==> config.mk <==
export PLATFORM = sky130hd
export DESIGN_NAME = vpe_fetch_scheduler_flat
export DESIGN_NICKNAME = d
export VERILOG_FILES = /design/src/rtl/vpe_fetch_scheduler_if.sv /design/src/rtl/vpe_fetch_scheduler.sv /design/src/flat_wrapper.sv
export SDC_FILE = /design/constraint.sdc
export NUM_CORES = 1
export LEC_CHECK = 0
export BUFFER_PORTS_ARGS = -buffer_cell sky130_fd_sc_hd__buf_2
export CAP_MARGIN = 0
export CORE_AREA = 5 5 221 223
export DETAILED_ROUTE_END_ITERATION = 8
export DIE_AREA = 0 0 226 228
export GPL_ROUTABILITY_DRIVEN = 0
export SLEW_MARGIN = 20
export SYNTH_ARGS = -nofsm -noshare
export SYNTH_HDL_FRONTEND = slang
export SYNTH_SLANG_ARGS = --single-unit
==> constraint.sdc <==
create_clock -name clk_octo -period 18.6 [get_ports clk_octo]
set_clock_uncertainty 0.2 [all_clocks]
set_input_delay 0.93 -clock clk_octo [delete_from_list [all_inputs] [get_ports clk_octo]]
set_output_delay 0.93 -clock clk_octo [all_outputs]
set_load 0.01 [all_outputs]
==> src/rtl/vpe_fetch_scheduler_if.sv <==
// Bundle of feature-mux, lane and result signals around the VPE fetch scheduler.
// The master modport is the scheduler; the slave modport is its environment.
interface vpe_fetch_scheduler_if;
  logic         i_feat_pending;
  logic         o_fetch;
  logic [255:0] i_feature;
  logic [7:0]   i_mux_valid;
  logic [3:0]   o_lane_load;
  logic [255:0] o_lane_feature;
  logic [7:0]   o_lane_mux;
  logic [3:0]   i_lane_done;
  logic [15:0]  i_lane_res;
  logic [3:0]   o_inf_res;
  logic         o_inf_res_valid;
  logic [3:0]   o_lane_busy;
  logic [7:0]   o_timeout_cnt;

  modport master (
    input  i_feat_pending, i_feature, i_mux_valid, i_lane_done, i_lane_res,
    output o_fetch, o_lane_load, o_lane_feature, o_lane_mux,
           o_inf_res, o_inf_res_valid, o_lane_busy, o_timeout_cnt
  );

  modport slave (
    output i_feat_pending, i_feature, i_mux_valid, i_lane_done, i_lane_res,
    input  o_fetch, o_lane_load, o_lane_feature, o_lane_mux,
           o_inf_res, o_inf_res_valid, o_lane_busy, o_timeout_cnt
  );
endinterface

==> src/rtl/vpe_fetch_scheduler.sv <==
// VPE fetch scheduler: fetches features from the feature mux, dispatches them
// round-robin to four lanes, and retires lane results in dispatch order.
module vpe_fetch_scheduler #(
  parameter int N_LANES = 4,
  parameter int TIMEOUT = 15
) (
  input  logic                   clk_octo,
  input  logic                   rst_octo,
  vpe_fetch_scheduler_if.master  bus
);

  localparam int             CNT_W = $clog2(TIMEOUT + 1);
  localparam logic [CNT_W-1:0] TMO_V = CNT_W'(TIMEOUT);

  localparam logic [1:0] S_IDLE = 2'd0;
  localparam logic [1:0] S_REQ  = 2'd1;
  localparam logic [1:0] S_WAIT = 2'd2;
  localparam logic [1:0] S_LOAD = 2'd3;

  logic [1:0]               state_q, state_d;
  logic [1:0]               dp_q, dp_d;
  logic [1:0]               rp_q, rp_d;
  logic [CNT_W-1:0]         wait_cnt_q, wait_cnt_d;
  logic [7:0]               timeout_cnt_q, timeout_cnt_d;
  logic [255:0]             lane_feature_q, lane_feature_d;
  logic [7:0]               lane_mux_q, lane_mux_d;
  logic [N_LANES-1:0]       busy_q, busy_d;
  logic [N_LANES-1:0]       done_q, done_d;
  logic [N_LANES-1:0][3:0]  res_q, res_d;
  logic [3:0]               inf_res_q, inf_res_d;
  logic                     inf_res_valid_q, inf_res_valid_d;
  logic [N_LANES-1:0]       busy_set;

  function automatic logic [7:0] sat_inc8(input logic [7:0] v);
    return (v == 8'hFF) ? v : v + 8'd1;
  endfunction

  // Fetch FSM: request, wait for mux data with timeout, then load the lane at dp.
  always_comb begin
    state_d        = state_q;
    dp_d           = dp_q;
    wait_cnt_d     = wait_cnt_q;
    timeout_cnt_d  = timeout_cnt_q;
    lane_feature_d = lane_feature_q;
    lane_mux_d     = lane_mux_q;
    busy_set       = '0;
    case (state_q)
      S_IDLE: begin
        if (bus.i_feat_pending && !busy_q[dp_q]) state_d = S_REQ;
      end
      S_REQ: begin
        wait_cnt_d = '0;
        state_d    = S_WAIT;
      end
      S_WAIT: begin
        if (bus.i_mux_valid != 8'd0) begin
          lane_feature_d = bus.i_feature;
          lane_mux_d     = bus.i_mux_valid;
          state_d        = S_LOAD;
        end else begin
          wait_cnt_d = wait_cnt_q + CNT_W'(1);
          if (wait_cnt_d == TMO_V) begin
            timeout_cnt_d = sat_inc8(timeout_cnt_q);
            state_d       = S_IDLE;
          end
        end
      end
      default: begin
        busy_set[dp_q] = 1'b1;
        dp_d           = dp_q + 2'd1;
        state_d        = S_IDLE;
      end
    endcase
  end

  // Lane bookkeeping: latch done strobes of busy lanes, retire strictly at rp.
  always_comb begin
    busy_d          = busy_q | busy_set;
    done_d          = done_q;
    res_d           = res_q;
    rp_d            = rp_q;
    inf_res_d       = inf_res_q;
    inf_res_valid_d = 1'b0;
    for (int k = 0; k < N_LANES; k++) begin
      if (bus.i_lane_done[k] && busy_q[k]) begin
        res_d[k]  = bus.i_lane_res[4*k +: 4];
        done_d[k] = 1'b1;
      end
    end
    // Retire is evaluated last so its clear of busy/done always takes effect.
    if (done_q[rp_q]) begin
      inf_res_d       = res_q[rp_q];
      inf_res_valid_d = 1'b1;
      busy_d[rp_q]    = 1'b0;
      done_d[rp_q]    = 1'b0;
      rp_d            = rp_q + 2'd1;
    end
  end

  // State registers; reset also discards any in-flight feature.
  always_ff @(posedge clk_octo or posedge rst_octo) begin
    if (rst_octo) begin
      state_q         <= S_IDLE;
      dp_q            <= '0;
      rp_q            <= '0;
      wait_cnt_q      <= '0;
      timeout_cnt_q   <= '0;
      lane_feature_q  <= '0;
      lane_mux_q      <= '0;
      busy_q          <= '0;
      done_q          <= '0;
      res_q           <= '0;
      inf_res_q       <= '0;
      inf_res_valid_q <= 1'b0;
    end else begin
      state_q         <= state_d;
      dp_q            <= dp_d;
      rp_q            <= rp_d;
      wait_cnt_q      <= wait_cnt_d;
      timeout_cnt_q   <= timeout_cnt_d;
      lane_feature_q  <= lane_feature_d;
      lane_mux_q      <= lane_mux_d;
      busy_q          <= busy_d;
      done_q          <= done_d;
      res_q           <= res_d;
      inf_res_q       <= inf_res_d;
      inf_res_valid_q <= inf_res_valid_d;
    end
  end

  assign bus.o_fetch         = (state_q == S_REQ);
  assign bus.o_lane_load     = (state_q == S_LOAD) ? (4'b0001 << dp_q) : 4'b0000;
  assign bus.o_lane_feature  = lane_feature_q;
  assign bus.o_lane_mux      = lane_mux_q;
  assign bus.o_inf_res       = inf_res_q;
  assign bus.o_inf_res_valid = inf_res_valid_q;
  assign bus.o_lane_busy     = busy_q;
  assign bus.o_timeout_cnt   = timeout_cnt_q;

endmodule

==> src/flat_wrapper.sv <==
// flat-port wrapper written by rule: the top's interface ports become plain ports
module vpe_fetch_scheduler_flat 
#(
  parameter int N_LANES = 4,
  parameter int TIMEOUT = 15
)
  (clk_octo, rst_octo, bus_i_feat_pending, bus_i_feature, bus_i_mux_valid, bus_i_lane_done, bus_i_lane_res, bus_o_fetch, bus_o_lane_load, bus_o_lane_feature, bus_o_lane_mux, bus_o_inf_res, bus_o_inf_res_valid, bus_o_lane_busy, bus_o_timeout_cnt);
  vpe_fetch_scheduler_if bus_i ();
  input  logic clk_octo;
  input  logic rst_octo;
  input wire logic [$bits(bus_i.i_feat_pending)-1:0] bus_i_feat_pending;
  input wire logic [$bits(bus_i.i_feature)-1:0] bus_i_feature;
  input wire logic [$bits(bus_i.i_mux_valid)-1:0] bus_i_mux_valid;
  input wire logic [$bits(bus_i.i_lane_done)-1:0] bus_i_lane_done;
  input wire logic [$bits(bus_i.i_lane_res)-1:0] bus_i_lane_res;
  output wire logic [$bits(bus_i.o_fetch)-1:0] bus_o_fetch;
  output wire logic [$bits(bus_i.o_lane_load)-1:0] bus_o_lane_load;
  output wire logic [$bits(bus_i.o_lane_feature)-1:0] bus_o_lane_feature;
  output wire logic [$bits(bus_i.o_lane_mux)-1:0] bus_o_lane_mux;
  output wire logic [$bits(bus_i.o_inf_res)-1:0] bus_o_inf_res;
  output wire logic [$bits(bus_i.o_inf_res_valid)-1:0] bus_o_inf_res_valid;
  output wire logic [$bits(bus_i.o_lane_busy)-1:0] bus_o_lane_busy;
  output wire logic [$bits(bus_i.o_timeout_cnt)-1:0] bus_o_timeout_cnt;
  assign bus_i.i_feat_pending = bus_i_feat_pending;
  assign bus_i.i_feature = bus_i_feature;
  assign bus_i.i_mux_valid = bus_i_mux_valid;
  assign bus_i.i_lane_done = bus_i_lane_done;
  assign bus_i.i_lane_res = bus_i_lane_res;
  assign bus_o_fetch = bus_i.o_fetch;
  assign bus_o_lane_load = bus_i.o_lane_load;
  assign bus_o_lane_feature = bus_i.o_lane_feature;
  assign bus_o_lane_mux = bus_i.o_lane_mux;
  assign bus_o_inf_res = bus_i.o_inf_res;
  assign bus_o_inf_res_valid = bus_i.o_inf_res_valid;
  assign bus_o_lane_busy = bus_i.o_lane_busy;
  assign bus_o_timeout_cnt = bus_i.o_timeout_cnt;
  vpe_fetch_scheduler #(.N_LANES(N_LANES), .TIMEOUT(TIMEOUT)) u_core (.clk_octo(clk_octo), .rst_octo(rst_octo), .bus(bus_i));
endmodule
==> metrics <==
area leader, netlist=dfrtp_1; Clk pin slew, worst setup/hold paths=about 0.06 ns; Vias=between 8,000 and 9,000; met2 Use GR=a little under a quarter; CTS tree=yes; Ys Warns=0; status=finished clean; reg2reg path depth=5; EDFF count, synth=0; Hold WC Path Type=reg2reg; initial antenna violation count=2; largest net degree at the start of global routing=100; met1 Usage GRT=roughly 14%; power per cell area=roughly 190 nW/um^2; # port buffers=~570; origin of the critical flop-to-flop path=u_core.state_q[0]$_DFFE_PP0P_; fmax=roughly 280 MHz; DRT antenna net count=0; Post-Synthesis Cells=between 700 and 800; chip width=approximately 230 microns; RSZ-0062 raised after global routing=false; Clock Latency Late Sink=around 0.52 ns; Initial DRC Count=~220; Critical Path RT=18.80 ns; register area share after synthesis=between 60% and 70%; first-pass GRT wire length=roughly 52,000 microns; clock root buffer master=clkbuf_16; Overflow after GRT=0; asr flop ratio synth=between 90% and 100%; crit end category=flop; Nets=1,619; die height=228 microns; total global-route track usage=around 13%; Hold Path Depth=1; DIE AREA=between 50,000 and 60,000 sq um; # DRC=0; drt first pass iters=4; Sum Neg Setup Slack=0 ns; crit share post-route=between 10% and 20%; share of layout cells above drive strength 1=approximately two thirds; maximum VDD drop=~100 uV; Clock Path Buffers=3; WL per Instance=~17 microns; syn avg cell area=approximately 16 sq um; vias in the first global route=approximately 9,100; Post-CTS Hold Fix Bufs=0; CP Cell Sequence=nand2b_1 > a21oi_4 > buf_4 > buf_4 > mux2_2; CTS H-tree depth=2; max-slew violation count=0; r2r endpoint=u_core.bus.o_lane_feature[78]$_DFFE_PP0P_; Worst EP arrival=3.71 ns; floorplan core area=~46,000 sq um; Worst R2R Setup Slack=between 15 and 20 ns; Most Crowded Layer GR=met2; worst-margin pin slew=1.04 ns; origin of the worst min-delay path=u_core.bus.o_lane_feature[227]$_DFFE_PP0P_; Setup-failing EPs final=0; syn nets=between 1,000 and 1,500; # IOs=between 500 and 600; flops & latches, synth=a little over 300; Clock Sinks=roughly 310; max_cap viols=0; HPWL Detailed=around 26,000 microns; Critical Path Slowest Stage Cell=buf_4; Post-Syn Area=about 12,000 sq um; Commonest cells post-synth=dfrtp_1, mux2_2, mux2_1; Fin. Hold Viols=0; Period minus WS final=between 3 and 4 ns; Max-slew headroom=30.5%; initial core utilization=between 20% and 30%; total CTS buffers=35; Tot Pwr=3.10 mW; critical path class=reg2reg; top-count cell post-synth=dfrtp_1; post-CTS repair timing setup buffer count=0; post-CTS resize count=0; final wirelength=about 34,000 microns; Rows=between 70 and 80; most frequent CP cell=buf_4; Static Leakage=7.96 nW; Worst Path Max Fanout=80; Synth Flop Type=dfrtp_1; vias per cell=approximately 4.2; Hold Path End=u_core.bus.o_lane_feature[227]$_DFFE_PP0P_; Critical Path Source Type=flop; CP max stage delay=0.82 ns; Unique masters post-synth=33; ranking of synthesized cells by area=dfrtp_1, mux2_2, mux2_1, buf_2, ha_1; synth-to-layout area growth=39.2%; met3 Resource Use GR=4.06%; Synth top area share=about 65%
-- worst max-delay path by stage --
| stage | to | startpoint | slack, ns |
|---|---|---|---|
| after detailed placement | u_core.bus.o_lane_feature[46]$_DFFE_PP0P_ | bus_i_mux_valid[5] | 14.63 |
| after global placement | u_core.bus.o_lane_feature[93]$_DFFE_PP0P_ | bus_i_mux_valid[0] | 14.72 |
| after global routing | u_core.bus.o_lane_feature[93]$_DFFE_PP0P_ | u_core.state_q[0]$_DFFE_PP0P_ | 14.86 |
| after CTS | u_core.bus.o_lane_feature[78]$_DFFE_PP0P_ | u_core.state_q[0]$_DFFE_PP0P_ | 15.04 |
| after floorplan | u_core.bus.o_inf_res[0]$_DFFE_PP0P_ | rst_octo | 8.87 |
| final | u_core.bus.o_lane_feature[78]$_DFFE_PP0P_ | u_core.state_q[0]$_DFFE_PP0P_ | 15.09 |
-- cells in the final DEF (no fill, tap or decap), types with 2 or more instances in the layout --
cell type   netlist  layout
buf_2            32     572
dfrtp_1         311     311
mux2_2          243     243
mux2_1           42      42
clkbuf_16         0      37
a21oi_1          12      11
ha_1             11      11
nand2_1          10      10
nand3_1           9       9
clkbuf_1          1       9
and3_1            8       8
xnor2_1           8       8
clkbuf_8          0       8
inv_1             8       7
buf_4             0       7
o21ai_0           6       6
mux4_2            5       5
nor2b_1           4       4
a2bb2oi_1         4       4
clkinv_2          0       4
nand4_1           3       3
clkinvlp_4        0       3
nor4_2            2       2
nand2b_1          2       2
xor2_1            2       2
nor3_1            2       2
-- final cells by class --
type / count / area, sq um
clock buffers: 54 / 1070
repair buffers: 580 / 2930
flip-flops and latches: 311 / 7780
diodes: 1 / 2.50
multi-input cells: 385 / 3990
fillers: 4545 / 29700
well taps: 607 / 759
inverters: 8 / 37.5
clock inverters: 8 / 72.6
-- power breakdown --
| group | leakage, nW | total [mW] | switching, mW | internal (mW) |
|---|---|---|---|---|
| sequential | 3.66 | 1.20 | 0.181 | 1.02 |
| combinational | 3.74 | 1.22 | 0.583 | 0.634 |
| clock | 0.554 | 0.683 | 0.273 | 0.410 |
| total | 7.96 | 3.10 | 1.04 | 2.06 |
-- routing by layer --
metal	routed length (microns)	vias to the layer above
met4	952	0
met5	0	-
met3	2900	60
li1	-	3808
met1	12300	4025
met2	17400	334
-- critical path, delay by kind of cell (launching register included) --
family / cells / cell delay [ns]
buffers and inverters: 2 / 1.49
DFF: 1 / 0.46
AOI/OAI and AO/OA: 1 / 0.44
muxes: 1 / 0.42
and+or+nand+nor: 1 / 0.25
-- flip-flops by register name (all words and copies together), names as in the netlist --
name,cells
u_core.state_q,2
u_core.bus.o_lane_busy,4
u_core.bus.o_inf_res,4
u_core.done_q,4
u_core.dp_q,2
u_core.res_q,16
u_core.bus.o_timeout_cnt,8
u_core.bus.o_lane_mux,8
u_core.bus.o_lane_feature,256
u_core.rp_q,2
u_core.wait_cnt_q,4
u_core.bus.o_inf_res_valid,1
-- cells by family after synthesis --
family          synth area share, %
flops                          65.1
buf+inv                        1.62
fa+ha+maj                      1.15
mux                            27.9
simple gates                   2.21
xor+xnor                      0.732
compound gates                 1.35
-- per-stage QoR --
step	hold slack (ns)	cells	cell area (sq um)	utilization, %	worst slack (ns)
after floorplan	0.274	737	12000	-	8.87
after global placement	0.262	1891	15500	33.4	14.72
after detailed placement	0.270	1891	15500	33.4	14.63
after CTS	0.285	1953	16600	35.9	15.04
after global routing	0.295	1954	16600	35.9	14.86
final	0.280	1954	16600	35.9	15.09
No activity file was read; power rests on OpenSTA's default activity.
